## src/rtl/fetch_pkg.sv

```systemverilog
// Shared types and widths for the instruction fetch front end.
// IM_ADDR_BIT is the instruction memory word-address width used across the core.
`ifndef IM_ADDR_BIT
`define IM_ADDR_BIT 16
`endif

package fetch_pkg;

  localparam int INST_W      = 32;
  localparam int IM_ADDR_BIT = `IM_ADDR_BIT;

  typedef struct packed {
    logic [IM_ADDR_BIT-1:0] pc;
    logic [INST_W-1:0]      inst;
  } fetch_entry_t;

endpackage

```

## src/rtl/fetch_fifo.sv

```systemverilog
// Synchronous circular FIFO of fetched {pc, inst} entries with a combinational head.
// Clear drops every entry by snapping the read pointer onto the write pointer.
module fetch_fifo
  import fetch_pkg::*;
#(
  parameter int  DEPTH   = 4,
  parameter type entry_t = fetch_entry_t,
  localparam int PW      = $clog2(DEPTH),
  localparam int CW      = $clog2(DEPTH + 1)
) (
  input  logic          clk,
  input  logic          rst,
  input  logic          push,
  input  entry_t        push_data,
  input  logic          pop,
  input  logic          clear,
  output logic [CW-1:0] count,
  output entry_t        head
);

  entry_t        mem [DEPTH];
  logic [PW-1:0] rd_ptr;
  logic [PW-1:0] wr_ptr;

  assign head = mem[rd_ptr];

  // Storage is not reset; only pointers and count decide what is valid.
  always_ff @(posedge clk) begin
    if (!rst && push && !clear) begin
      mem[wr_ptr] <= push_data;
    end
  end

  always_ff @(posedge clk) begin
    if (rst) begin
      rd_ptr <= '0;
      wr_ptr <= '0;
      count  <= '0;
    end else if (clear) begin
      rd_ptr <= wr_ptr;
      count  <= '0;
    end else begin
      if (push) begin
        wr_ptr <= wr_ptr + PW'(1);
      end
      if (pop) begin
        rd_ptr <= rd_ptr + PW'(1);
      end
      case ({push, pop})
        2'b10:   count <= count + CW'(1);
        2'b01:   count <= count - CW'(1);
        default: count <= count;
      endcase
    end
  end

endmodule

```

## src/rtl/inst_fetch_queue.sv

```systemverilog
// Fetch front end: issues instruction memory reads at the current PC under a credit
// limit and queues returned instructions with their PCs for decode.
module inst_fetch_queue
  import fetch_pkg::*;
#(
  parameter int ADDR_W = `IM_ADDR_BIT,
  parameter int INST_W = fetch_pkg::INST_W,
  parameter int DEPTH  = 4
) (
  input  logic              clk,
  input  logic              rst,
  input  logic [ADDR_W-1:0] pc,
  output logic              pc_en,
  output logic              im_req,
  output logic [ADDR_W-1:0] im_addr,
  input  logic [INST_W-1:0] im_data,
  input  logic              flush,
  output logic              inst_valid,
  output logic [INST_W-1:0] inst,
  output logic [ADDR_W-1:0] inst_pc,
  input  logic              inst_ready
);

  localparam int CW = $clog2(DEPTH + 1);

  typedef struct packed {
    logic [ADDR_W-1:0] pc;
    logic [INST_W-1:0] inst;
  } entry_t;

  logic              inflight;
  logic [ADDR_W-1:0] req_pc;
  logic [CW-1:0]     count;
  logic [CW:0]       used;
  logic              issue;
  logic              push;
  logic              pop;
  entry_t            push_data;
  entry_t            head;

  // A slot is reserved for the in-flight read at issue time, so the response
  // always has room even if decode stalls in the meantime.
  assign used  = {1'b0, count} + {{CW{1'b0}}, inflight};
  assign issue = !rst && !flush && (used < (CW + 1)'(DEPTH));

  assign im_req  = issue;
  assign pc_en   = issue || (flush && !rst);
  assign im_addr = pc;

  assign inst_valid = !rst && !flush && (count != '0);
  assign inst       = head.inst;
  assign inst_pc    = head.pc;

  assign push      = inflight && !flush;
  assign pop       = inst_valid && inst_ready;
  assign push_data = '{pc: req_pc, inst: im_data};

  always_ff @(posedge clk) begin
    if (rst) begin
      inflight <= 1'b0;
      req_pc   <= '0;
    end else if (issue) begin
      inflight <= 1'b1;
      req_pc   <= pc;
    end else begin
      inflight <= 1'b0;
    end
  end

  fetch_fifo #(
    .DEPTH   (DEPTH),
    .entry_t (entry_t)
  ) u_fifo (
    .clk       (clk),
    .rst       (rst),
    .push      (push),
    .push_data (push_data),
    .pop       (pop),
    .clear     (flush),
    .count     (count),
    .head      (head)
  );

endmodule

```

## config.mk

```make
export PLATFORM = sky130hd
export DESIGN_NAME = inst_fetch_queue
export DESIGN_NICKNAME = d
export VERILOG_FILES = /design/src/rtl/fetch_pkg.sv /design/src/rtl/fetch_fifo.sv /design/src/rtl/inst_fetch_queue.sv
export SDC_FILE = /design/constraint.sdc
export NUM_CORES = 1
export LEC_CHECK = 0
export CAP_MARGIN = 15
export CORE_MARGIN = 2
export CORE_UTILIZATION = 35
export CTS_CLUSTER_DIAMETER = 50
export DETAILED_ROUTE_END_ITERATION = 16
export GPL_TIMING_DRIVEN = 0
export PLACE_DENSITY = 0.59
export SLEW_MARGIN = 20
export SYNTH_ARGS = -nofsm -noshare
export SYNTH_HDL_FRONTEND = slang
export SYNTH_SLANG_ARGS = --single-unit
```

## constraint.sdc

```tcl
create_clock -name clk -period 5.9 [get_ports clk]
set_input_delay 1.77 -clock clk [delete_from_list [all_inputs] [get_ports clk]]
set_output_delay 1.77 -clock clk [all_outputs]
set_load 0.1 [all_outputs]
```

# Word-level counts from Yosys, hierarchy flattened
# Memory sizes are Yosys's and may differ from the RTL's. A register that Yosys moved wholly into a read port is not among the register bits.
# Index checks and enable logic that the tools add are counted.
[totals] input_bits=52 regBits=24 n_memories=1 ramBits=192 output_inout_bits=67
[mem_list] memory="u_fifo.mem" words=4 width=48 read_ports=1 rd_clocked_by_memory_dff=1 wr=1 line="fetch_fifo.sv:21" source="entry_t mem [DEPTH];"
[classes] n_mux=8 addsub=5 bitwise=1 n_eq_ne=2 order_cmp=1 reduce_logical=16
[op_table] cell="logical AND 1 bit" n=8
[op_table] cell="2-to-1 mux 2 bit" n=4
[op_table] cell="one-hot mux 3 bit (2 select lines)" n=1
[op_table] cell="adder 2 x 1 -> 2 bit, second input constant" n=2
[op_table] cell="adder 3 x 1 -> 4 bit" n=1
[op_table] cell="less-than comparator 4 x 3 -> 1 bit, second input constant" n=1
[op_table] cell="nonzero test 2 bit" n=2
[op_table] cell="adder 3 x 1 -> 3 bit, second input constant" n=1
[op_table] cell="2-to-1 mux 1 bit" n=3
[op_table] cell="nonzero test 3 bit" n=1
[op_table] cell="subtractor 3 x 1 -> 3 bit, second input constant" n=1
[op_table] cell="== test 2 x 1 -> 1 bit, second input constant" n=1
[op_table] cell="== test 2 bit, second input constant" n=1
[op_table] cell="logical NOT 1 bit" n=2
[op_table] cell="AND reduction 2 bit" n=1
[op_table] cell="OR reduction 2 bit" n=1
[op_table] cell="logical OR 1 bit" n=1
[op_table] cell="NOT 1 bit" n=1

# Longest topological paths before layout
# Gate-level depths: netlist (run 1).
[depth] depth_word=8 ltp_mapped=9 mapped_depth_nobuf=8

# Cells and area by module
# Synthesis (run 1) repeated with hierarchy kept, for this count alone.
[unflattened] hier_cells=392 hier_area_um2=8147.8
[modules_own_cells] module="fetch_fifo" instances=1 area_each_um2=7363.3 seq_area_each_um2=5945.7 cells_per_inst=296
[modules_own_cells] module="inst_fetch_queue" instances=1 area_each_um2=784.5 seq_area_each_um2=340.3 cells_per_inst=96

# Worst setup path before layout (run 1)
# No wires, ideal clock.
[synth_path] path_kind="input to register" start="in rst" end="mem u_fifo.mem[3][0] (netlist bit) (enable)" stages=3 setup_time_ns=0.523 path_slack_ns=-0.284 arrival_ns=5.661 n_path_buf=2 cell_sequence="buf_6 > clkbuf_1 > nor3b_1"
[synth_via] elab_chain_cells=5
[synth_lines] element="from (decl)" line="inst_fetch_queue.sv:11" source="input logic rst,"
[synth_lines] element="logical NOT 1 bit" line="fetch_fifo.sv:29" source="if (!rst && push && !clear) begin"
[synth_lines] element="logical AND 1 bit (2 in a row)" line="fetch_fifo.sv:29"
[synth_lines] element="2-to-1 mux 1 bit" line="fetch_fifo.sv:29"
[synth_lines] element="2-to-1 mux 1 bit (not written as such)" line="fetch_fifo.sv:30" source="mem[wr_ptr] <= push_data;"
[synth_lines] element="to (decl)" line="fetch_fifo.sv:21"
# No other way between the ends.

# Final worst setup path (run 1)
[layout_path] start="in flush" end="out im_req"
[layout_via] elab_chain_cells=3
[layout_lines] element="from (decl)" line="inst_fetch_queue.sv:17" source="input logic flush,"
[layout_lines] element="logical NOT 1 bit" line="inst_fetch_queue.sv:44" source="assign issue = !rst && !flush && (used < (CW + 1)'(DEPTH));"
[layout_lines] element="logical AND 1 bit (2 in a row)" line="inst_fetch_queue.sv:44"
[layout_lines] element="to (decl)" line="inst_fetch_queue.sv:14" source="output logic im_req,"
# No other way between the ends.

==> results of run 1 <==
-- repair_timing --
action | CTS | global route
resized for setup | 2 | 3
endpoints found under the hold margin | 0 | 0
endpoints found under the setup margin | 2 | 2
-- per-layer routing --
metal / vias up / wire length, um / GRT usage
li1: 1904 / - / -
met1: 2095 / 7080 / 0.171
met2: 126 / 7890 / 0.226
met3: 21 / 810 / 0.0259
met4: 0 / 281 / 0.0351
met5: - / 0 / 0
-- registers in the layout (all words and copies together), names as in the netlist, named ones only --
| name | cells |
|---|---|
| u_fifo.count | 3 |
| u_fifo.mem | 192 |
| u_fifo.wr_ptr | 2 |
| u_fifo.rd_ptr | 2 |
| inflight | 1 |
| req_pc | 16 |
-- cells in the final DEF (no fill, tap or decap) --
cell | Yosys | final
buf_8 | 1 | 4
dlymetal6s2s_1 | 0 | 1
clkinv_2 | 0 | 4
nor2_1 | 10 | 10
buf_4 | 20 | 20
o22ai_1 | 1 | 1
dfxtp_1 | 26 | 26
clkbuf_1 | 5 | 11
nand3_1 | 17 | 17
nor3_1 | 1 | 1
or2_2 | 1 | 1
buf_2 | 7 | 7
o21ai_2 | 7 | 7
fa_1 | 1 | 1
mux4_2 | 48 | 48
and3_1 | 4 | 1
nor2b_1 | 1 | 1
xnor2_1 | 1 | 1
buf_6 | 2 | 4
a21o_1 | 2 | 2
o311ai_0 | 1 | 1
a21oi_1 | 20 | 20
edfxtp_1 | 192 | 192
inv_1 | 7 | 7
ha_1 | 5 | 5
inv_6 | 0 | 2
nor3_4 | 1 | 1
dlygate4sd2_1 | 0 | 1
buf_12 | 0 | 3
or3_1 | 2 | 2
o21ai_0 | 10 | 10
o31ai_1 | 1 | 1
and3_4 | 0 | 3
clkbuf_2 | 0 | 1
nor3b_4 | 0 | 1
clkdlybuf4s50_1 | 0 | 114
clkbuf_8 | 0 | 4
mux2i_1 | 1 | 1
clkbuf_16 | 0 | 26
xor2_1 | 4 | 4
-- cells in the mapped netlist, types with 2 or more instances --
cell type / count / area (um^2)
clkbuf_1: 5 / 18.8
o21ai_0: 10 / 50.1
and3_1: 4 / 25.0
nand3_1: 17 / 85.1
dfxtp_1: 26 / 521
buf_2: 7 / 35.0
inv_1: 7 / 26.3
edfxtp_1: 192 / 5770
a21o_1: 2 / 15.0
or3_1: 2 / 12.5
xor2_1: 4 / 35.0
nor2_1: 10 / 37.5
mux4_2: 48 / 1080
a21oi_1: 20 / 100
buf_4: 20 / 150
o21ai_2: 7 / 61.3
ha_1: 5 / 62.6
buf_6: 2 / 22.5
-- power groups by stage --
stage | logic, mW | clock network, mW | registers (mW)
2_1_floorplan | 0.311 | 0 | 1.73
6_report | 0.428 | 1.41 | 1.70
5_1_grt | 0.446 | 1.50 | 1.71
3_3_place_gp | 0.428 | 0 | 1.74
4_1_cts | 0.434 | 1.45 | 1.70
3_5_place_dp | 0.433 | 0 | 1.74
-- area by class of cell --
type	instances	area [um^2]
Multi-Input combinational cell	140	1690
Sequential cell	218	6290
Buffer	35	241
Timing Repair Buffer	125	1290
Clock inverter	6	37.5
Fill cell	2005	12600
Tap cell	319	399
Clock buffer	36	728
Inverter	7	26.3
-- worst reg2reg max path: cells and delay by family (launching register included) --
kind	cells	cell delay, ns
flops	1	0.43
buf+inv	3	0.55
simple gates	2	0.85
-- through the flow --
stage	instances	util	power, mW	cell area (um^2)	hold WS, ns
floorplan	400	-	2.04	8230	0.454
global placement	836	0.421	2.16	9800	0.479
detailed placement	844	0.428	2.17	9950	0.500
CTS	886	0.460	3.59	10700	0.508
global route	886	0.460	3.65	10700	0.530
finish	886	0.460	3.54	10700	0.505
-- cell families (layout without fill, tap and decap cells) --
| kind of cell | count (synthesis) | in the layout | share of synthesized area |
|---|---|---|---|
| xor gates and xnor gates | 5 | 5 | 0.00533 |
| AOI/OAI and AO/OA | 42 | 42 | 0.0303 |
| DFF | 218 | 218 | 0.765 |
| muxes | 49 | 49 | 0.133 |
| and+or+nand+nor | 38 | 38 | 0.0245 |
| adders and majority gates | 6 | 6 | 0.0100 |
| buffers and inverters | 42 | 209 | 0.0326 |
-- path summary, 6_finish.rpt --
kind / start / end / slack [ns] / depth (start not counted)
hold / removal: req_pc[12] / req_pc[12] / 0.51 / 2
setup / recovery: flush / im_req / 0.14 / 6
setup reg to reg: inflight / u_fifo.mem[3][12] / 3.76 / 5
hold reg to reg: req_pc[12] / req_pc[12] / 0.51 / 2
==> flow_summary.yaml, run 1 <==
grt:
  grt_overflow: 0
  grt_pass1_wl_um: 24800
  grtUsageTotal: 0.131
  grt_pass1_vias: 4502
  antenna_found_initial: 0
  grt_start_max_net_pins: 33
placement:
  dp_slack_ns: -0.199
  portBuffers: 117
  gp_congestion: 0.728
  dpl.hpwl_um: 10600
pwr:
  p_per_area_nw_per_um2: 331
  p_comb_frac: 0.121
  p_int_mw: 2.68
  ir_drop_mv: 0.133
  p_sw_frac: 0.245
  leakagePower_nw: 3.47
  seqPwrFrac: 0.481
  p_clk_frac: 0.398
  p_switching_uw: 866
timing:
  tightest_slew_ns: 1.03
  fmax_ghz: 0.174
  max-slew-margin-rel: 0.308
  layout_setup_ws_ns: 0.141
  post-route-min-period_ns: 5.76
  skew_ns: 0.0272
  finalSetupTns_ns: 0
  drv_slew: 0
  hold_viol: 0
  rsz0062_at_grt: "false"
  setup_viol: 0
  fin_crit_sh: 0.976
drt:
  detail-route-antenna-nets: 0
  route.detailed.drc: 0
  drtIter0Drc: 198
  vias: 4146
  vias_per_cell: 4.68
  routed_wl_um: 16100
  dr.pass1.iters: 4
  post_drt_wl_per_cell_um: 18.1
clock_tree:
  cts_tree: "built"
  numCtsBuffers: 23
  clockBufferDepth: 3
  cts.sinks: 218
  path_clk_slew_ns: 0.06
  postCtsHoldBufs: 0
  cts_root_buf: "clkbuf_16"
  cts_setup_buffers: 0
  cts_max_level: 1
  clock_latency_ns: 0.51
synth:
  postSynthCellCount: 400
  ys_seq_elements: 218
  ys_seq_area_frac: 0.765
  async_flop_share: 0
  synthDistinctLibCells: 30
  synth_area_um2: 8220
  yosys_most_used_dff: "edfxtp_1"
  synth_nets: 458
  ys_warn_count: 0
  synth.avg_cell_area_um2: 20.6
  synth_edf_count: 192
job:
  cap_viol_max_count: 0
cells_and_area:
  antenna-diode-count: 0
  drive_gt1_frac: 0.240
  nNetsFinal: 608
  synthToLayoutAreaGrowth_pct: 30.2
worst_setup_path:
  critPathTopFamily: "buffers and inverters"
  end_kind: "output pin"
  critical_path_arrival_ns: 3.99
  critPathLaunchType: "primary input"
  required_ns: 4.13
  path_cells: "clkdlybuf4s50_1 -> or3_1 -> buf_6 -> buf_8 -> nor2_1 -> dlygate4sd2_1"
  cp_slowest_cell: "dlygate4sd2_1"
  critPathKind: "primary input to output pin"
  path_buf_inv: 4
  crit_fanout: 10
  cpPeakStageDelay_ns: 0.86
die:
  start_util: 0.353
  die_y_um: 157
  top_level_ports: 119
  rows: 56
  die_w_um: 157
  core-area_um2: 23300
  die_area_um2: 24700
worst_hold_path:
  hold_path.class: "flip-flop to flip-flop"
outcome:
  outcome: "finished, final reports clean"
(Power assumes the default switching activity.)
==> inputs of run 2 (changes only) <==
Settings changed: SYNTH_HIERARCHICAL set to 1.
==> flow_summary.yaml, run 2 <==
outcome:
  outcome: "finished, final reports clean"
grt:
  grtUsageTotal: 0.133
  grt_start_max_net_pins: 34
  grt_pass1_vias: 4335
  grt_pass1_wl_um: 24700
  antenna_found_initial: 0
  grt_overflow: 0
die:
  die_y_um: 157
  core-area_um2: 22800
  rows: 55
  top_level_ports: 119
  die_w_um: 157
  die_area_um2: 24500
  start_util: 0.358
timing:
  rsz0062_at_grt: "false"
  max-slew-margin-rel: 0.267
  setup_viol: 0
  post-route-min-period_ns: 5.74
  fmax_ghz: 0.174
  drv_slew: 0
  skew_ns: 0.0153
  fin_crit_sh: 0.973
  layout_setup_ws_ns: 0.161
  tightest_slew_ns: 1.10
  hold_ws_ns: 0.497
  hold_viol: 0
cells_and_area:
  drive_gt1_frac: 0.216
  largestRegisters: "u_fifo/mem (192), req_pc (16), u_fifo/count (3)"
  largest_reg_flops: 192
  antenna-diode-count: 0
  largest_register: "u_fifo/mem"
  final_common_cell: "edfxtp_1"
  postLayoutCoreUtil: 0.462
  layout_common_cells: "edfxtp_1, clkdlybuf4s50_1, mux4_2"
  nNetsFinal: 597
  synthToLayoutAreaGrowth_pct: 29.1
  finalInstanceArea_um2: 10500
drt:
  route.detailed.drc: 0
  post_drt_wl_per_cell_um: 18.3
  vias: 4051
  routed_wl_um: 15900
  vias_per_cell: 4.66
  drtIter0Drc: 164
  dr.pass1.iters: 6
  detail-route-antenna-nets: 0
clock_tree:
  clockBufferDepth: 3
  cts.sinks: 218
  postCtsHoldBufs: 0
  cts_root_buf: "clkbuf_16"
  cts_setup_buffers: 0
  cts_tree: "built"
  path_clk_slew_ns: 0.06
  clock_latency_ns: 0.51
  numCtsBuffers: 23
  cts_max_level: 1
synth:
  synthDistinctLibCells: 29
  synth_top_cell_by_area: "edfxtp_1"
  synthTopCellsByArea: "edfxtp_1, mux4_2, dfxtp_1, buf_4, nand3_1"
  synth_area_um2: 8150
  synth_nets: 450
  ys_seq_elements: 218
  async_flop_share: 0
  synthTopCellsByCount: "edfxtp_1, mux4_2, dfxtp_1, buf_4"
  yosysMostFrequentCell: "edfxtp_1"
  ys_seq_area_frac: 0.771
  postSynthCellCount: 392
  synth_edf_count: 192
  yosys_most_used_dff: "edfxtp_1"
  synth.avg_cell_area_um2: 20.8
  synth_top_area_frac: 0.708
  ys_warn_count: 6
worst_setup_path:
  worst-r2r-setup-slack_ns: 3.55
  required_ns: 4.13
  r2r-start: "u_fifo/count[2]"
  end_kind: "output pin"
  worstRegToRegCells: 8
  cpPeakStageDelay_ns: 0.84
  path_cells: "clkdlybuf4s50_1 -> nor3_4 -> and2_1 -> buf_4 -> buf_6 -> clkdlybuf4s15_1"
  critPathKind: "primary input to output pin"
  cp_slowest_cell: "clkdlybuf4s15_1"
  r2r-end: "u_fifo/count[2]"
  critPathLaunchType: "primary input"
  crit_fanout: 10
  critical_path_arrival_ns: 3.97
worst_hold_path:
  min_to: "req_pc[8]"
  holdCritStartpoint: "req_pc[8]"
  hold_path.class: "flip-flop to flip-flop"
  hold_depth: 2
pwr:
  p_per_area_nw_per_um2: 326
  ir_drop_mv: 0.152
  leakagePower_nw: 3.39
placement:
  portBuffers: 118
  placed_cell_area_um2: 9810
  gp_congestion: 0.730
  dp_slack_ns: -0.223
  dpl.hpwl_um: 10100
job:
  cap_viol_max_count: 0
==> run 2: cell types whose count changed in the layout (fill, tap and decap cells not counted), moves of 6 or more <==
cell      change
nor2_1        -8
a21oi_1      -18
clkinv_1      +6
o21ai_0       +6
o21ai_2       -7
nand2_1      +17
==> run 2: cells by family (layout without fill, tap and decap cells) <==
family                   count (synthesis)  after routing  synth area share
AO/OA/AOI/OAI                           25             25            0.0169
XOR/XNOR                                 4              4           0.00430
adder cells (fa/ha/maj)                  6              6            0.0101
buffers and inverters                   37            201            0.0301
flip-flops                             218            218             0.771
multiplexers                            49             49             0.134
AND/OR/NAND/NOR                         53             53            0.0332
==> run 2: power breakdown <==
part	leakage, nW	switching [mW]	internal [mW]
clock network	0.345	0.563	0.775
logic	1.10	0.264	0.120
registers	1.95	0.0121	1.69
==> run 2: per-layer routing <==
layer | up-vias | track usage | wire [um] | part of all wire
met1 | 2061 | 0.178 | 7080 | 0.44
met5 | - | 0 | 0 | 0
li1 | 1864 | - | - | -
met3 | 21 | 0.0291 | 830 | 0.052
met2 | 105 | 0.223 | 7820 | 0.49
met4 | 0 | 0.0345 | 209 | 0.013
==> run 2: worst max-delay path: cells and delay by family <==
kind	cells	cell delay, ns
AND/OR/NAND/NOR	2	0.52
buffers and inverters	4	1.66
==> run 2: how the worst max path moves through the flow <==
stage / start / end / slack, ns / depth (start not counted)
floorplan: rst / inst_valid / 0.23 / 1
global placement: rst / pc_en / -0.22 / 7
detailed placement: flush / pc_en / -0.22 / 7
CTS: flush / pc_en / 0.05 / 7
global route: flush / im_req / 0.01 / 6
finish: flush / im_req / 0.16 / 6
==> run 2: metrics by stage <==
stage               power [mW]  TNS [ns]  std cells
global route              3.55         0        869
detailed placement        2.13    -0.377        827
floorplan                 2.01         0        392
global placement          2.12    -0.363        823
finish                    3.43         0        869
CTS                       3.47         0        869
==> run 2: what timing repair did <==
action                                  in CTS  in global routing
resized for setup                            2                  3
pin swaps                                    0                  0
endpoints found under the setup margin       2                  2
hold endpoints to repair                     0                  0
==> run 2: layout make-up <==
cell class / instances / area (um^2)
Timing Repair Buffer: 122 / 1260
Tap cell: 313 / 392
Buffer: 33 / 230
Multi-Input combinational cell: 137 / 1630
Fill cell: 1943 / 12300
Clock inverter: 15 / 110
Inverter: 4 / 15.0
Sequential cell: 218 / 6290
Clock buffer: 27 / 601
==> inputs of run 3 (changes only) <==
Settings changed: CORE_MARGIN 2 to unset.
==> flow_summary.yaml, run 3 (same netlist as run 2, synthesis figures left out) <==
worst_hold_path:
  hold_depth: 2
  hold_path.class: "flip-flop to flip-flop"
  min_to: "req_pc[2]"
  holdCritStartpoint: "req_pc[2]"
timing:
  fin_crit_sh: 0.973
  fmax_ghz: 0.174
  max-slew-margin-rel: 0.311
  rsz0062_at_grt: "false"
  setup_viol: 0
  post-route-min-period_ns: 5.74
  drv_slew: 0
  hold_ws_ns: 0.498
  skew_ns: 0.0132
  tightest_slew_ns: 1.03
  hold_viol: 0
outcome:
  outcome: "finished, final reports clean"
die:
  die_w_um: 155
  die_y_um: 155
  rows: 55
  core-area_um2: 22700
  top_level_ports: 119
  die_area_um2: 23900
  start_util: 0.359
drt:
  detail-route-antenna-nets: 0
  post_drt_wl_per_cell_um: 18.2
  vias: 4013
  drtIter0Drc: 128
  routed_wl_um: 15300
  route.detailed.drc: 0
  dr.pass1.iters: 4
  vias_per_cell: 4.78
pwr:
  ir_drop_mv: 0.139
  leakagePower_nw: 3.42
  p_per_area_nw_per_um2: 332
cells_and_area:
  layout_common_cells: "edfxtp_1, clkdlybuf4s50_1, mux4_2"
  largest_reg_flops: 192
  fillers: 1932
  nNetsFinal: 597
  final_common_cell: "edfxtp_1"
  antenna-diode-count: 0
  fin_cells: 840
  synthToLayoutAreaGrowth_pct: 29.3
  finalInstanceArea_um2: 10500
  largest_register: "u_fifo/mem"
  drive_gt1_frac: 0.216
  largestRegisters: "u_fifo/mem (192), req_pc (16), u_fifo/count (3)"
clock_tree:
  cts.sinks: 218
  cts_max_level: 1
  path_clk_slew_ns: 0.06
  cts_root_buf: "clkbuf_16"
  cts_tree: "built"
  clockBufferDepth: 3
  clock_latency_ns: 0.50
  cts_setup_buffers: 0
  numCtsBuffers: 23
worst_setup_path:
  crit_start: "flush"
  crit_fanout: 10
  cp_slowest_cell: "clkdlybuf4s15_1"
  worstRegToRegCells: 8
  critPathKind: "primary input to output pin"
  critPathLaunchType: "primary input"
  cpPeakStageDelay_ns: 0.84
  worst-r2r-setup-slack_ns: 3.54
  r2r-end: "u_fifo/count[2]"
  r2r-start: "u_fifo/count[2]"
  path_cells: "clkdlybuf4s50_1 -> nor3_4 -> and2_1 -> buf_4 -> buf_6 -> clkdlybuf4s15_1"
  required_ns: 4.13
  critical_path_arrival_ns: 3.97
  end_kind: "output pin"
job:
  cap_viol_max_count: 0
placement:
  placed_cell_area_um2: 9780
  dp_cells: 799
  portBuffers: 118
  gp_congestion: 0.707
  dpl.hpwl_um: 9640
grt:
  grt_pass1_wl_um: 23600
  grt_pass1_vias: 4283
  grtUsageTotal: 0.130
  grt_overflow: 0
  grt_start_max_net_pins: 33
  antenna_found_initial: 0
==> run 3: cell types whose count changed in the layout (fill, tap and decap cells not counted), sizes merged <==
cell	delta
clkbuf	+11
inv	-2
clkinv	-7
clkinvlp	-2
bufinv	-1
==> run 3: routing by layer <==
| layer | vias up | global-route usage | share of wire |
|---|---|---|---|
| met5 | - | 0 | 0 |
| met4 | 0 | 0.0382 | 0.019 |
| met3 | 24 | 0.0247 | 0.045 |
| met2 | 92 | 0.228 | 0.51 |
| met1 | 2040 | 0.165 | 0.42 |
| li1 | 1857 | - | - |
==> run 3: layout make-up <==
class                   count  area [um^2]  area share
flip-flops and latches    218         6290       0.596
inverters                   4         15.0     0.00142
repair buffers            122         1260       0.119
clock buffers              38          746      0.0708
clock inverters             3         22.5     0.00214
multi-input cells         137         1630       0.154
plain buffers              33          230      0.0218
well taps                 285          357      0.0338
==> run 3: repair_timing <==
item,in CTS,in global routing
cloned,0,0
resized for setup,2,3
hold buffers,0,0
endpoints found under the setup margin,2,2
==> run 3: worst max path at each step <==
stage	endpoint	slack, ns	depth (start not counted)
floorplan	inst_valid	0.23	1
global placement	pc_en	-0.21	7
detailed placement	pc_en	-0.22	7
CTS	pc_en	0.04	7
global route	im_req	0.02	6
finish	im_req	0.16	6
==> run 3: through the flow <==
step | setup WS (ns) | utilization | power [mW] | TNS, ns
floorplan | 0.230 | - | 2.01 | 0
global placement | -0.208 | 0.427 | 2.12 | -0.333
detailed placement | -0.223 | 0.430 | 2.12 | -0.372
CTS | 0.0408 | 0.464 | 3.54 | 0
global route | 0.0196 | 0.464 | 3.61 | 0
finish | 0.157 | 0.464 | 3.49 | 0
==> run 3: critical path: cells and delay by family <==
kind	cells	cell delay [ns]
buffers and inverters	4	1.66
AND/OR/NAND/NOR	2	0.53
==> run 3: power breakdown <==
part	switching (mW)	leakage, nW	internal (mW)
clock	0.545	0.377	0.862
combinational	0.262	1.10	0.120
sequential	0.0121	1.95	1.69
